File: src/rtl/multidigit_counter_pkg.sv
// Shared digit width, direction codes and the single-digit step function.
// Optional saturation (CNT_SATURATE_EN) lives in the top module.
package multidigit_counter_pkg;
  localparam int DIGIT_W = 4;
  localparam logic UP   = 1'b1;
  localparam logic DOWN = 1'b0;

  typedef struct packed {
    logic               wrap;
    logic [DIGIT_W-1:0] nxt;
  } digit_res_t;

  // Value a digit would take if stepped; wrap flags a rollover into the next digit.
  function automatic digit_res_t next_digit(input logic [DIGIT_W-1:0] value,
                                            input logic [DIGIT_W-1:0] limit,
                                            input logic               up);
    digit_res_t r;
    r.wrap = 1'b0;
    r.nxt  = value;
    if (limit == '0) begin
      r.wrap = 1'b1;
      r.nxt  = '0;
    end else if (up == UP) begin
      if (value < limit) r.nxt = value + 1'b1;
      else begin
        r.wrap = 1'b1;
        r.nxt  = '0;
      end
    end else if (up == DOWN) begin
      if (value == '0) begin
        r.wrap = 1'b1;
        r.nxt  = limit;
      end else if (value > limit) r.nxt = limit;
      else r.nxt = value - 1'b1;
    end
    return r;
  endfunction
endpackage

File: src/rtl/multidigit_counter_digit.sv
// One counter digit: register plus step/limit logic. wrap reports what a
// step would do this cycle, whether or not step is asserted.
module counter_digit
  import multidigit_counter_pkg::*;
(
  input  logic               clk,
  input  logic               reset,
  input  logic               step,
  input  logic               up,
  input  logic [DIGIT_W-1:0] limit,
  input  logic               clear,
  output logic [DIGIT_W-1:0] next,
  output logic               wrap
);
  logic [DIGIT_W-1:0] cnt_q, cnt_d;
  digit_res_t         res;

  always_comb begin
    res   = next_digit(cnt_q, limit, up);
    wrap  = res.wrap;
    cnt_d = cnt_q;
    if (clear)     cnt_d = '0;
    else if (step) cnt_d = res.nxt;
  end

  always_ff @(posedge clk) begin
    if (reset) cnt_q <= '0;
    else       cnt_q <= cnt_d;
  end

  assign next = cnt_q;
endmodule

File: src/rtl/multidigit_counter.sv
// N-digit up/down counter chain with in-cycle ripple, capturable limits and
// flags. Define CNT_SATURATE_EN to add the sat_en port (clamp instead of wrap).
module multidigit_counter
  import multidigit_counter_pkg::*;
#(
  parameter int DIGITS = 4,
  parameter int RADIX  = 10
) (
  input  logic                      clk,
  input  logic                      reset,
  input  logic [DIGITS-1:0]         inc,
  input  logic                      up_down_sel,
  input  logic                      carry_en,
  input  logic                      max_en,
  input  logic                      capture_max,
  input  logic                      clear,
`ifdef CNT_SATURATE_EN
  input  logic                      sat_en,
`endif
  output logic [DIGIT_W*DIGITS-1:0] cnt_out,
  output logic [DIGIT_W*DIGITS-1:0] max_out,
  output logic                      at_zero,
  output logic                      at_max,
  output logic                      carry_out
);
  localparam logic [DIGIT_W-1:0] LIM_DEF = DIGIT_W'(RADIX - 1);

  logic [DIGITS-1:0][DIGIT_W-1:0] cnt, lim, max_q, max_d;
  logic [DIGITS-1:0]              wrap, step, step_raw;
  logic                           carry_q, carry_d, sat;

`ifdef CNT_SATURATE_EN
  assign sat = sat_en;
`else
  assign sat = 1'b0;
`endif

  // Ripple resolves within the cycle; an own pulse and an incoming ripple
  // OR together into a single step.
  always_comb begin : ripple_chain
    logic rip;
    rip      = 1'b0;
    step_raw = '0;
    for (int j = 0; j < DIGITS; j++) begin
      step_raw[j] = inc[j] | (carry_en & rip);
      rip         = step_raw[j] & wrap[j];
    end
    step = step_raw;
    if (sat) begin
      if (carry_en) begin
        if (step_raw[DIGITS-1] & wrap[DIGITS-1]) step = '0;
      end else begin
        step = step_raw & ~wrap;
      end
    end
    carry_d = ~clear & ~sat & step_raw[DIGITS-1] & wrap[DIGITS-1];
    max_d   = capture_max ? cnt : max_q;
  end

  always_ff @(posedge clk) begin
    if (reset) begin
      max_q   <= {DIGITS{LIM_DEF}};
      carry_q <= 1'b0;
    end else begin
      max_q   <= max_d;
      carry_q <= carry_d;
    end
  end

  for (genvar g = 0; g < DIGITS; g++) begin : g_digit
    assign lim[g] = max_en ? max_q[g] : LIM_DEF;
    counter_digit u_digit (
      .clk   (clk),
      .reset (reset),
      .step  (step[g]),
      .up    (up_down_sel),
      .limit (lim[g]),
      .clear (clear),
      .next  (cnt[g]),
      .wrap  (wrap[g])
    );
  end

  assign cnt_out   = cnt;
  assign max_out   = max_q;
  assign carry_out = carry_q;
  assign at_zero   = (cnt == '0);
  assign at_max    = (cnt == lim);
endmodule

File: config.mk
export PLATFORM = sky130hd
export DESIGN_NAME = multidigit_counter
export DESIGN_NICKNAME = d
export VERILOG_FILES = /design/src/rtl/multidigit_counter_pkg.sv /design/src/rtl/multidigit_counter_digit.sv /design/src/rtl/multidigit_counter.sv
export SDC_FILE = /design/constraint.sdc
export NUM_CORES = 1
export LEC_CHECK = 0
export CAP_MARGIN = 20
export CORE_UTILIZATION = 46
export CTS_CLUSTER_DIAMETER = 120
export DETAILED_ROUTE_END_ITERATION = 8
export GPL_ROUTABILITY_DRIVEN = 0
export PLACE_DENSITY = 0.72
export SLEW_MARGIN = 20
export SYNTH_ARGS = -nofsm -noshare
export SYNTH_HDL_FRONTEND = slang
export SYNTH_SLANG_ARGS = --single-unit
File: constraint.sdc
create_clock -name clk -period 3.2 [get_ports clk]
set_input_delay 0.64 -clock clk [delete_from_list [all_inputs] [get_ports clk]]
set_output_delay 0.64 -clock clk [all_outputs]
set_load 0.01 [all_outputs]
### After elaboration in Yosys (flattened, before gate mapping)

Cells that the tools add are included.

* add/sub/neg operators: 8
* $lt $le $gt $ge: 8
* eq/ne operators: 1
* muxes and demuxes: 32
* bitwise gates (word level): 12
* reduce and logical (&&, ||, !) cells: 10

Operator list (count)
* 4-bit two-way mux: 16
* 5-bit two-way mux: 8
* 4-bit logical NOT: 8
* 4-bit by 1-bit adder with 4-bit output (second input constant): 4
* 16-bit equality test: 1
* 4-bit greater-than comparator: 4
* 16-bit logical NOT: 1
* 4-bit less-than comparator: 4
* 4-bit by 1-bit subtractor with 4-bit output (second input constant): 4
* 1-bit AND: 8
* 1-bit two-way mux: 8
* 1-bit bitwise OR: 3
* 2-bit OR reduction: 1
* 1-bit inverter: 1

* bits in registers: 33
* bits of input ports: 11
* output and inout port bits: 35
* logic and storage cells: 80

### Logic depth before layout (Yosys ltp)

* depth after elaboration: 17
* depth in mapped cells: 11
* depth with buffers taken out: 8

### Cells and area by module

A second synthesis with hierarchy kept.

* cell total of the unflattened synthesis: 401
* area, all modules: 3245.6 µm²

By module, submodules not included
* counter_digit: instances 4, cells each 66, area an instance 525.5 µm², sequential area each 80.1 µm²
* multidigit_counter: instances 1, cells each 137, area an instance 1143.6 µm², sequential area each 340.3 µm²

### Least setup slack after synthesis

Ideal clock, no wire load.

* kind: input to register
* start point: input port max_en
* end point: register g_digit[3].u_digit.cnt_q[0]
* library setup time: 117 ps
* arrival time: 2810 ps
* data required time: 3083 ps
* slack: 273 ps
* stages on the path: 11
* buffers on the path: 3
* path through: buf_6 > clkbuf_1 > nand2_1 > ha_1 > a21oi_1 > a21boi_1 > or4_1 > a31o_1 > and2_1 > buf_6 > a32o_1

* word-level cells in the longest chain between the ends: 14
* elaborated cells between the ends (all ways): 36
* classes of those cells: 5 x order compare; 18 x mux; 9 x bitwise; 4 x reduce/logical

Ends and longest elaborated chain
* start, declared: RTL line multidigit_counter.sv:14 `input logic max_en,`
* 4-bit two-way mux: RTL line multidigit_counter.sv:71 `assign lim[g] = max_en ? max_q[g] : LIM_DEF;`
* 4-bit less-than comparator: RTL line multidigit_counter_pkg.sv:24 `if (value < limit) r.nxt = value + 1'b1;`
* 1-bit two-way mux: RTL line multidigit_counter_pkg.sv:24
* 5-bit two-way mux: RTL line multidigit_counter_pkg.sv:23 `end else if (up == UP) begin`
* 5-bit two-way mux: RTL line multidigit_counter_pkg.sv:20 `if (limit == '0) begin`
* 1-bit AND: RTL line multidigit_counter.sv:46 `rip = step_raw[j] & wrap[j];`
* 1-bit AND: RTL line multidigit_counter.sv:45 `step_raw[j] = inc[j] | (carry_en & rip);`
* 1-bit bitwise OR: RTL line multidigit_counter.sv:45
* 1-bit AND: RTL line multidigit_counter.sv:46
* 1-bit AND: RTL line multidigit_counter.sv:45
* 1-bit bitwise OR: RTL line multidigit_counter.sv:45
* 1-bit AND: RTL line multidigit_counter.sv:46
* 1-bit AND: RTL line multidigit_counter.sv:45
* 1-bit bitwise OR: RTL line multidigit_counter.sv:45
* end signal, assigned: RTL line multidigit_counter_digit.sv:28 `else cnt_q <= cnt_d;`
* end, declared: RTL line multidigit_counter_digit.sv:15 `logic [DIGIT_W-1:0] cnt_q, cnt_d;`

Several ways; a longest one is shown, not always the timed one.
A chain may end at the register's enable or synchronous reset.

### Worst setup path after layout

* start point: input port max_en
* end point: output port at_max

* word-level cells in the longest chain between the ends: 2
* elaborated cells between the ends (all ways): 5
* classes of those cells: 1 x eq/ne; 4 x mux

Ends and longest elaborated chain
* 4-bit two-way mux: RTL line multidigit_counter.sv:71
* 16-bit equality test *: RTL line multidigit_counter.sv:88 `assign at_max = (cnt == lim);`
* end, declared: RTL line multidigit_counter.sv:23 `output logic at_max,`

Mark *: on every way between the ends. The rest lies on a longest branch, timed or not.

==> results.md <==
- Status: finished, final reports clean
- Area of the core: 5610 um2
- Slew HR: between 60 and 70%
- Core Util, Final: 65.1%
- Crit path from: max_en
- Area contributors post-synth: dfxtp_1, ha_1, mux2i_1
- CTS tree: yes
- Yosys warnings: 0
- Worst EP required: 2560 ps
- I/O pins: 46
- Number of hold buffers added after cts: 0
- Clock slew at reported path FFs: approximately 70 ps
- RSZ-0062 raised after global routing: false
- Worst Path Max Fanout: 6
- Max-slew violation count: 0
- Row count: 27
- Static leakage: ~1.5 nW
- Clock Power Share: about a third
- DIE WIDTH: between 70 and 80 um
- Routed length per instance: 16.5 um
- Vias in the first global route: ~2700
- Pwr/cell area: between 300 and 400 nW/um2
- Comb power frac: between 30% and 40%
- Internal: between 0.8 and 0.9 mW
- Top sig layer: met4
- Most frequent cell after synthesis: dfxtp_1
- Syn Nets: about 360
- Post-Synthesis Cells: around 320
- Post-synth ARST share: 0%
- Number of buffers created by CTS: 5
- Sw Share: 30.3%
- Largest net degree at the start of global routing: 18
- VDD IR max: around 240 uV
- CTS sink count: 33
- DRC: 0
- DR iter-0 viols: around 180
- Vias/cell: approximately 6
- Critical path type: input pin to primary output
- Initial antenna violation count: 0
- M1 wire length: between 3000 and 4000 um
- Layout cell share with drive strength beyond 1: about 17%
- H-tree depth: 2
- Area grow syn2layout: 34.4%
- CP Launch Type: input pin
- Hold Path Class: flip-flop to flip-flop
- WL met2: 3740 um
- Worst Path Arrival: roughly 2400 ps
- Root buf cell: clkbuf_8
- Main synth FF type: dfxtp_1
- Global-route wire length before repair: ~13000 um
- CP Capture Type: primary output
- Hold depth: 2
- Sequential share of the synthesized area: about a quarter
- Initial core utilization: 48.4%
- DR vias: about 2900
- Syn avg cell area: approximately 8.4 um2
- Crit path time final: 3030 ps
- Ant diodes: 0
- Sequential Power Share: approximately 36%
- Hpwl dp: approximately 5700 um
- Die ar.: between 6000 and 7000 um2
- EDFF count, synth: 0
- Final Skew: 5.68 ps
- Final setup viols: 0
- Metal3 WL: 411 um
- Area of the mapped netlist: about 2700 um2
- NetSw: around 0.38 mW
- Post-synth top area cell: dfxtp_1
- Hold Violations, Final: 0
- Clock buffer depth: 2
- Max Cap Viol: 0
- Final ANT Viol Nets: 0
- Dpl cells: around 460
- FF+latch count, synth: 33
- R2R depth: 9
- GRT overflow: 0
- GRT Resource Usage Total: 27.0%
- Slew @ Worst Pin: 562 ps
- Worst skew pair latency: ~300 ps
- RR Startpoint: max_out[10]
- Final Cycle Share: between 90% and 100%
- Worst Hold Launch: max_out[13]
- Routed WL: around 7900 um
- Yosys top cell area share: approximately 24%
- Synth cell count leaders: dfxtp_1, ha_1, nand2_1
- Nets: ~440
- Setup TNS: 0 ps
- Fmax: 330 MHz
- Die height: a little under 80 um
- Final std cells w/o fill: 477
- IO buf count: 45
- Number of detailed-route iterations in the first pass: 5
- Count of cell types in the netlist: 67
==> layout make-up <==
type	count	area, um2
sequential	33	661
multi-input combinational	258	1930
clock buffer	7	86.3
timing repair buffer	91	797
tap	72	90.1
inverter	15	56.3
fill	497	1960
clock inverter	1	30.0
==> flip-flops by register name, summed over array words and instances, names as in the netlist <==
name                  cells
g_digit.u_digit.next     16
carry_out                 1
max_out                  16
==> power by group through the flow <==
stage	Combinational, mW	Sequential (mW)	Clock, mW
finish	0.386	0.460	0.417
floorplan	0.214	0.470	0
global placement	0.362	0.469	0
global route	0.422	0.463	0.450
CTS	0.379	0.459	0.423
detailed placement	0.369	0.469	0
==> layout by cell type (no fill, tap or decap), types with 11 or more instances in the layout <==
| cell | count |
|---|---|
| inv_1 | 14 |
| ha_1 | 26 |
| buf_4 | 44 |
| clkdlybuf4s50_1 | 43 |
| nor2_1 | 23 |
| o21ai_0 | 11 |
| dfxtp_1 | 33 |
| nand2_1 | 26 |
| mux2i_1 | 17 |
| nor2b_1 | 13 |
| nand3_1 | 12 |
| a211o_1 | 11 |
==> through the flow <==
step / instance area (um2) / setup WS, ps / total power, mW / hold slack, ps
after global placement: 3470 / -376 / 0.831 / 540
final: 3650 / 170 / 1.26 / 571
after floorplan: 2720 / 273 / 0.684 / 551
after global routing: 3650 / 21.9 / 1.34 / 591
after CTS: 3640 / 201 / 1.26 / 566
after detailed placement: 3470 / -443 / 0.838 / 550
==> per-layer routing <==
metal	vias up	global-route usage, %
li1	1377	-
met3	22	4.25
met5	-	0
met1	1356	34.4
met4	0	10.7
met2	111	45.4
==> logic make-up (layout without fill, tap and decap cells) <==
kind of cell	count (synthesis)	count (layout)	share of synthesized area (%)
AO/OA/AOI/OAI	86	86	25.4
multiplexers	18	18	6.68
flip-flops	33	33	24.3
buffers and inverters	31	114	4.88
XOR/XNOR	7	7	2.26
adder cells (fa/ha/maj)	26	26	12.0
AND/OR/NAND/NOR	121	121	24.5
==> worst max-delay path: stages <==
cell             delay (ps)
clkdlybuf4s15_2         250
buf_6                   140
buf_4                   110
nand2_1                  60
ha_1                    300
nand4_1                 150
nor4_2                  280
and3_1                  190
dlygate4sd2_1           260
==> worst paths after layout <==
kind	end	slack (ps)
max reg2reg	g_digit[3].u_digit.next[0]	660
min reg2reg	max_out[13]	570
max	at_max	170
min	max_out[13]	570
==> repair_timing <==
item	CTS	global route
setup endpoints to repair	2	1
gates resized for setup	6	0
cloned	1	0
setup buffers	5	1
pin swaps	3	0
No activity file was read; power rests on OpenSTA's default activity.
